==> src/rtl/div_pkg.sv <==
// Shared encodings for the restoring-divider controller: state codes,
// remainder mux selects, adder opcodes and the per-state output decode.
package div_pkg;

    // State codes (3 bits, codes 6/7 unused and decode as IDLE)
    localparam logic [2:0] ST_IDLE    = 3'd0;
    localparam logic [2:0] ST_LOAD    = 3'd1;
    localparam logic [2:0] ST_SUB     = 3'd2;
    localparam logic [2:0] ST_RESTORE = 3'd3;
    localparam logic [2:0] ST_SHIFT1  = 3'd4;
    localparam logic [2:0] ST_DONE    = 3'd5;

    typedef enum logic [2:0] {
        S_IDLE    = ST_IDLE,
        S_LOAD    = ST_LOAD,
        S_SUB     = ST_SUB,
        S_RESTORE = ST_RESTORE,
        S_SHIFT1  = ST_SHIFT1,
        S_DONE    = ST_DONE
    } state_t;

    // Remainder register mux selects
    localparam logic [1:0] SEL_DIVIDEND = 2'b10;
    localparam logic [1:0] SEL_ADDER    = 2'b01;
    localparam logic [1:0] SEL_HOLD     = 2'b11;

    // Shared add/sub unit opcodes
    localparam logic OP_ADD = 1'b1;
    localparam logic OP_SUB = 1'b0;

    // Control word driven towards the datapath
    typedef struct packed {
        logic       load;
        logic       add;
        logic       shift;
        logic       inbit;
        logic [1:0] sel;
        logic       valid;
        logic       busy;
    } ctrl_t;

    // Moore output decode; unused codes fall back to the IDLE row
    function automatic ctrl_t decode_state(input state_t s);
        ctrl_t c;
        c = '{load: 1'b0, add: OP_SUB, shift: 1'b0, inbit: 1'b0,
              sel: SEL_HOLD, valid: 1'b0, busy: 1'b0};
        case (s)
            S_LOAD: begin
                c.load  = 1'b1;
                c.shift = 1'b1;
                c.sel   = SEL_DIVIDEND;
                c.busy  = 1'b1;
            end
            S_SUB: begin
                c.add  = OP_SUB;
                c.sel  = SEL_ADDER;
                c.busy = 1'b1;
            end
            S_RESTORE: begin
                c.add   = OP_ADD;
                c.shift = 1'b1;
                c.sel   = SEL_ADDER;
                c.busy  = 1'b1;
            end
            S_SHIFT1: begin
                c.shift = 1'b1;
                c.inbit = 1'b1;
                c.sel   = SEL_HOLD;
                c.busy  = 1'b1;
            end
            S_DONE: begin
                c.valid = 1'b1;
            end
            default: ;
        endcase
        return c;
    endfunction

endpackage

==> src/rtl/div_iter_counter.sv <==
// Iteration counter: synchronous clear, increment that saturates at WIDTH,
// and a terminal flag raised while the count sits at WIDTH-1.
module div_iter_counter #(
    parameter int WIDTH = 8,
    parameter int CW    = $clog2(WIDTH + 1)
) (
    input  logic          clk,
    input  logic          reset,
    input  logic          i_clear,
    input  logic          i_inc,
    output logic [CW-1:0] o_cnt,
    output logic          o_last
);

    localparam logic [CW-1:0] CNT_MAX  = CW'(WIDTH);
    localparam logic [CW-1:0] CNT_LAST = CW'(WIDTH - 1);

    logic [CW-1:0] r_cnt;

    // Count completed iterations; clear has priority, never wraps past WIDTH
    always_ff @(posedge clk or posedge reset) begin
        if (reset) begin
            r_cnt <= '0;
        end else if (i_clear) begin
            r_cnt <= '0;
        end else if (i_inc && (r_cnt != CNT_MAX)) begin
            r_cnt <= r_cnt + CW'(1);
        end
    end

    assign o_cnt  = r_cnt;
    assign o_last = (r_cnt == CNT_LAST);

endmodule

==> src/rtl/div_seq_controller.sv <==
// Sequencing controller for a shift/subtract restoring divider.
// Handshake: start is accepted on a rising clk edge in IDLE or DONE (and in
// any busy state when RESTART_EN=1); valid stays high in DONE until ack or a
// new start is seen on an edge, start winning when both are high; ack has no
// effect outside DONE. All datapath outputs are decoded from registered state.
module div_seq_controller
    import div_pkg::*;
#(
    parameter int  WIDTH      = 8,
    parameter bit  RESTART_EN = 1'b1,
    localparam int CW         = $clog2(WIDTH + 1)
) (
    input  logic          clk,
    input  logic          reset,
    input  logic          start,
    input  logic          sign,
    input  logic          divisor_zero,
    input  logic          ack,
    output logic          load,
    output logic          add,
    output logic          shift,
    output logic          inbit,
    output logic [1:0]    sel,
    output logic          valid,
    output logic          busy,
    output logic          dbz,
    output logic [CW-1:0] iter_cnt,
    output logic [2:0]    o_state_dbg
);

    state_t        r_state;
    state_t        w_next;
    logic          r_dbz;
    logic          w_in_busy;
    logic          w_accept;
    logic          w_iter_end;
    logic          w_cnt_last;
    logic [CW-1:0] w_cnt;
    ctrl_t         w_ctrl;

    assign w_in_busy  = (r_state == S_LOAD) || (r_state == S_SUB) ||
                        (r_state == S_RESTORE) || (r_state == S_SHIFT1);
    assign w_iter_end = (r_state == S_RESTORE) || (r_state == S_SHIFT1);
    assign w_accept   = start && ((r_state == S_IDLE) || (r_state == S_DONE) ||
                                  (RESTART_EN && w_in_busy));

    // State register
    always_ff @(posedge clk or posedge reset) begin
        if (reset) begin
            r_state <= S_IDLE;
        end else begin
            r_state <= w_next;
        end
    end

    // Next-state logic; an accepted start overrides every other transition
    always_comb begin
        w_next = r_state;
        if (w_accept) begin
            w_next = divisor_zero ? S_DONE : S_LOAD;
        end else begin
            case (r_state)
                S_IDLE:    w_next = S_IDLE;
                S_LOAD:    w_next = S_SUB;
                S_SUB:     w_next = sign ? S_RESTORE : S_SHIFT1;
                S_RESTORE: w_next = w_cnt_last ? S_DONE : S_SUB;
                S_SHIFT1:  w_next = w_cnt_last ? S_DONE : S_SUB;
                S_DONE:    w_next = ack ? S_IDLE : S_DONE;
                default:   w_next = S_IDLE;
            endcase
        end
    end

    // Divide-by-zero flag: captured with each accepted start, released by ack
    always_ff @(posedge clk or posedge reset) begin
        if (reset) begin
            r_dbz <= 1'b0;
        end else if (w_accept) begin
            r_dbz <= divisor_zero;
        end else if ((r_state == S_DONE) && ack) begin
            r_dbz <= 1'b0;
        end
    end

    // Counter is cleared on every accepted start so LOAD already shows 0
    div_iter_counter #(
        .WIDTH (WIDTH),
        .CW    (CW)
    ) u_iter_counter (
        .clk     (clk),
        .reset   (reset),
        .i_clear (w_accept),
        .i_inc   (w_iter_end),
        .o_cnt   (w_cnt),
        .o_last  (w_cnt_last)
    );

    // Moore output decode
    always_comb begin
        w_ctrl = decode_state(r_state);
    end

    assign load        = w_ctrl.load;
    assign add         = w_ctrl.add;
    assign shift       = w_ctrl.shift;
    assign inbit       = w_ctrl.inbit;
    assign sel         = w_ctrl.sel;
    assign valid       = w_ctrl.valid;
    assign busy        = w_ctrl.busy;
    assign dbz         = r_dbz;
    assign iter_cnt    = w_cnt;
    assign o_state_dbg = r_state;

endmodule

==> config.mk <==
export PLATFORM = sky130hd
export DESIGN_NAME = div_seq_controller
export DESIGN_NICKNAME = d
export VERILOG_FILES = /design/src/rtl/div_pkg.sv /design/src/rtl/div_iter_counter.sv /design/src/rtl/div_seq_controller.sv
export SDC_FILE = /design/constraint.sdc
export NUM_CORES = 1
export LEC_CHECK = 0
export BUFFER_PORTS_ARGS = -buffer_cell sky130_fd_sc_hd__buf_2
export CAP_MARGIN = 5
export CORE_MARGIN = 10
export CORE_UTILIZATION = 30
export DETAILED_ROUTE_END_ITERATION = 7
export GPL_TIMING_DRIVEN = 0
export HOLD_SLACK_MARGIN = 0.06
export MAX_ROUTING_LAYER = met4
export SETUP_SLACK_MARGIN = 0.3
export SYNTH_ARGS = -nofsm -noshare
export SYNTH_HDL_FRONTEND = slang
export SYNTH_SLANG_ARGS = --single-unit
==> constraint.sdc <==
create_clock -name clk -period 1.9 [get_ports clk]
set_input_delay 0 -clock clk [delete_from_list [all_inputs] [get_ports clk]]
set_output_delay 0 -clock clk [all_outputs]
set_load 0.01 [all_outputs]
Word level (Yosys, flattened, before mapping)
Cells that the tools add are included.

$add $sub $neg: 1. Mux-type cells: 17. Eq/ne operators: 7. Reductions and logical operators: 16.

Operators with widths (count): 3-bit 2-to-1 mux (5); 3-bit case mux with 4 select lines (1); 1-bit 2-to-1 mux (8); 4-bit 2-to-1 mux (2); 3-bit by 2-bit == test with 1-bit output (second input constant) (2); 3-bit == test (second input constant) (2); 1-bit logical OR (6); 4-bit by 1-bit adder with 4-bit output (second input constant) (1); 4-bit by 3-bit == test with 1-bit output (second input constant) (1); 4-bit != test (second input constant) (1); 2-bit case mux with 2 select lines (1); 2-bit nonzero test (2); 2-bit OR reduction (2); 4-bit OR reduction (1); 3-bit by 1-bit == test with 1-bit output (second input constant) (1); 1-bit logical AND (3); 3-bit zero test (1); 3-bit OR reduction (1).

Bits in registers: 8. Output and inout port bits: 16. Logic and storage cells: 44.

Depth between registers and ports, before layout
Depth in word-level cells: 7. Gate-level depth with buffers: 5. Depth with buffers taken out: 5.

Hierarchy
Synthesis repeated with hierarchy kept, for this count alone.

Cell total of the unflattened synthesis: 66. Area, all modules: 574.3 um^2.

Modules (own cells, without submodules): div_seq_controller (cells each 41, times used 1, seq. area each 100.1 um^2, area each 331.6 um^2); div_iter_counter (cells each 25, times used 1, seq. area each 100.1 um^2, area each 242.7 um^2).

Worst setup path after synthesis
No wires, ideal clock.

Path type: reg-to-reg. Start: reg u_iter_counter.r_cnt[0], in the netlist u_iter_counter.o_cnt[0]. End: reg r_state[1], in the netlist o_state_dbg[1]. Buffers on the path: 0. Path slack: 492 ps. Required time: 1823 ps. Cell stages (with the launch flop): 5. Arrival time: 1331 ps. Path through: dfrtp_1 > ha_1 > and3b_2 > a311o_1 > a21oi_1.

Cells in the longest elaborated chain, start to end: 4.

Ends and longest elaborated chain: start, declared (RTL line div_iter_counter.sv:18) `logic [CW-1:0] r_cnt;`; start signal, assigned (RTL line div_iter_counter.sv:27) `r_cnt <= r_cnt + CW'(1);`; 4-bit by 3-bit == test with 1-bit output (RTL line div_iter_counter.sv:32) `assign o_last = (r_cnt == CNT_LAST);`; 3-bit 2-to-1 mux (RTL line div_seq_controller.sv:66, div_seq_controller.sv:67); 3-bit case mux with 4 select lines (RTL line div_seq_controller.sv:62) `case (r_state)`; 3-bit 2-to-1 mux (RTL line div_seq_controller.sv:59) `if (w_accept) begin`; net w_next[1] (RTL line div_seq_controller.sv:32) `state_t w_next;`; end signal, assigned (RTL line div_seq_controller.sv:52) `r_state <= w_next;`; end, declared (RTL line div_seq_controller.sv:31) `state_t r_state;`.

The timed path passes the listed nets, and every way through them passes these cells. A chain may end at the register's enable or synchronous reset.

Worst setup path in the final report
Ends and elaborated chain as after synthesis.

==> run_results.csv <==
group,metric,value,unit
global_route,antenna_found_initial,0,
power_and_ir_drop,clkPwrFrac,0.241,
clocking,root_buffer,"clkbuf_4",
detailed_routing,drc,0,
yosys,synthArstFlopShare,1.00,
placed_design,pre_cts_slack,444,ps
floorplan,core-area,0.00194,mm²
power_and_ir_drop,powerDensity,639,mW/mm²
power_and_ir_drop,switchingPower,0.000170,W
critical_path,worstPathCellList,"ha_1, and3b_2, a311o_1, a21oi_1",
detailed_routing,viasPerCell,4.89,
yosys,netlist_instances,67,
critical_path,cp_max_fo,5,
timing,period_share,0.765,
power_and_ir_drop,ir_drop,0.408,mV
floorplan,io_pins,22,
detailed_routing,wl_per_cell,12.4,µm
detailed_routing,ant_nets,0,
floorplan,die_w,65.1,µm
final_layout,area_growth,31.4,%
critical_path,critical_path.top_delay_family,"compound AO/OA/AOI/OAI gates",
final_layout,num_antenna_cells,0,
global_route,grt_max_degree,11,
clocking,h-tree-depth,1,
critical_path,cpMaxStageDelayCell,"dfrtp_1",
outcome,status,"completed",
critical_path,critPathKind,"flop to flop",
yosys,yosysTopAreaCell,"dfrtp_1",
clocking,cts_buffer_depth,2,
critical_path,end_kind,"flop",
final_layout,finalNetCount,104,
placed_design,io_buffer_count,21,
yosys,syn_avg_cell_area,9.11,µm²
yosys,synth_common_cells,"nand2_1 (10), dfrtp_1 (8), inv_1 (5)",
power_and_ir_drop,p_leak,0.407,nW
clocking,cts_tree,"built",
floorplan,die_area,0.00424,mm²
critical_path,worst-r2r-cell-count,4,
floorplan,die_h,65.1,µm
global_route,track_usage,0.0778,
timing,slew_headroom,0.732,
critical_path,r2r-start,"u_iter_counter.o_cnt[0]",
global_route,grt_pass1_vias,596,
timing,fin_ws,446,ps
yosys,yosys.area.top_type_share,0.328,
yosys,netlist_area,611,µm²
power_and_ir_drop,pwr-share-comb,0.365,
critical_path,crit_start,"u_iter_counter.o_cnt[0]",
placed_design,dp_hpwl,1.23,mm
timing,hold_viol,0,
timing,grt_setup_unrepaired,"no",
timing,skew,4.19,ps
run,maxCapViolations,0,
power_and_ir_drop,power.total,0.000513,W
power_and_ir_drop,seqPwrFrac,0.395,
critical_path,max_stage_delay,420,ps
critical_path,cp.arrival,1620,ps
timing,setup_violations,0,
yosys,yosysUniqueCellTypes,35,
global_route,grt_pass1_wl,2.63,mm
clocking,clock-sinks,8,
yosys,synth-main-ff-cell,"dfrtp_1",
yosys,syn-num-nets,75,
placed_design,gp_congestion,0.799,
timing,tns,0,ps
worst_hold_path,hold_class,"primary input to flop",
critical_path,worstReg2RegEnd,"o_state_dbg[1]",
detailed_routing,drt-total-wl,1.50,mm
critical_path,cp.depth,4,
detailed_routing,vias,592,
yosys,synth-edff-count,0,
yosys,ys_seq_area_frac,0.328,
yosys,ys_seq_elements,8,
critical_path,reg2reg_slack,450,ps
floorplan,initial_core_util,0.314,
yosys,synth.most_common_cell,"nand2_1",
timing,post-route-min-period,1450,ps
detailed_routing,firstDrtPassIters,4,
yosys,synth_area_leaders,"dfrtp_1 (33%), mux2i_1 (6.6%), nand2_1 (6.1%), ha_1 (4.1%), nand2b_1 (4.1%)",
clocking,numCtsBuffers,3,
yosys,ys_warn_count,0,
floorplan,rows,16,
critical_path,cp-endpoint,"o_state_dbg[1]",
critical_path,startpoint_type,"flop",
detailed_routing,first_iter_violations,13,
timing,slew_violations,0,
power_and_ir_drop,switching_share,0.331,
timing,max_freq,0.688,GHz
critical_path,critPathRequiredTime,2070,ps
critical_path,crit_buf_inv,0,
power_and_ir_drop,intPower,0.000343,W
clocking,clk_pin_slew,50,ps
global_route,overflow,0,
final_layout,drive_gt1_frac,0.372,
clocking,clk-insertion-delay-late,250,ps
timing,worst_pin_slew,400,ps
[tightest hold or removal path, delay by kind of cell]
kind / cells / cell delay (ps)
buf+inv: 2 / 160
compound gates: 1 / 90
simple gates: 1 / 70
[logic make-up after synthesis]
family,share of synthesized area
buffers and inverters,0.0779
AND/OR/NAND/NOR,0.254
multiplexers,0.0656
AO/OA/AOI/OAI,0.234
flip-flops,0.328
adder cells (fa/ha/maj),0.0410
[power by group through the flow]
stage	clock (W)	combinational [W]	sequential [W]
3_3_place_gp	0	0.000185	0.000205
2_1_floorplan	0	0.000115	0.000210
5_1_grt	0.000151	0.000211	0.000206
6_report	0.000123	0.000187	0.000202
3_5_place_dp	0	0.000186	0.000206
4_1_cts	0.000134	0.000191	0.000203
[sequential cells by signal (all words and copies together), names as in the netlist]
register              count
u_iter_counter.o_cnt      4
o_state_dbg               3
dbz                       1
[how the worst min path moves through the flow]
stage	depth (start not counted)	start	slack, ps	end
6_report	4	ack	110	dbz
5_1_grt	4	ack	100	dbz
4_1_cts	4	ack	110	dbz
3_5_place_dp	2	reset	-40	o_state_dbg[0]
3_3_place_gp	2	reset	-40	o_state_dbg[1]
2_1_floorplan	1	reset	-180	dbz
[final cells by class]
class                           instances  area, µm²
Tap cell                               27       33.8
Fill cell                             217       1140
Inverter                                5       18.8
Clock buffer                            3       22.5
Buffer                                  4       28.8
Multi-Input combinational cell         50        363
Sequential cell                         8        200
Timing Repair Buffer                   24        135
[cell usage in the layout, fill, tap and decap left out, types with 2 or more instances in the layout]
| cell | instances |
|---|---|
| nor2_1 | 3 |
| o21a_1 | 2 |
| nand3b_1 | 2 |
| inv_1 | 5 |
| mux2i_1 | 4 |
| buf_2 | 23 |
| nand2b_1 | 4 |
| dlygate4sd3_1 | 3 |
| nand2_1 | 10 |
| clkbuf_4 | 3 |
| ha_1 | 2 |
| dfrtp_1 | 8 |
[stage by stage]
step	instances	utilization	area [µm²]	hold slack, ps
after CTS	121	0.413	802	108
after global routing	121	0.413	802	103
after detailed placement	115	0.386	749	-35.0
after floorplan	67	-	611	-184
after global placement	115	0.386	749	-41.0
final	121	0.413	802	109
[per-layer routing]
layer | vias up | routed length [µm] | track usage
met5 | - | 0 | -
met4 | 0 | 0 | 0.0241
met3 | 0 | 148 | 0.0458
met2 | 17 | 648 | 0.113
met1 | 280 | 702 | 0.0877
li1 | 295 | - | -
[timing repair]
action,CTS,global route
buffers inserted,0,0
gates resized for setup,0,0
hold buffers,3,0
endpoints found under the hold margin,10,0
Note: power is estimated with default switching activity, not from simulation.
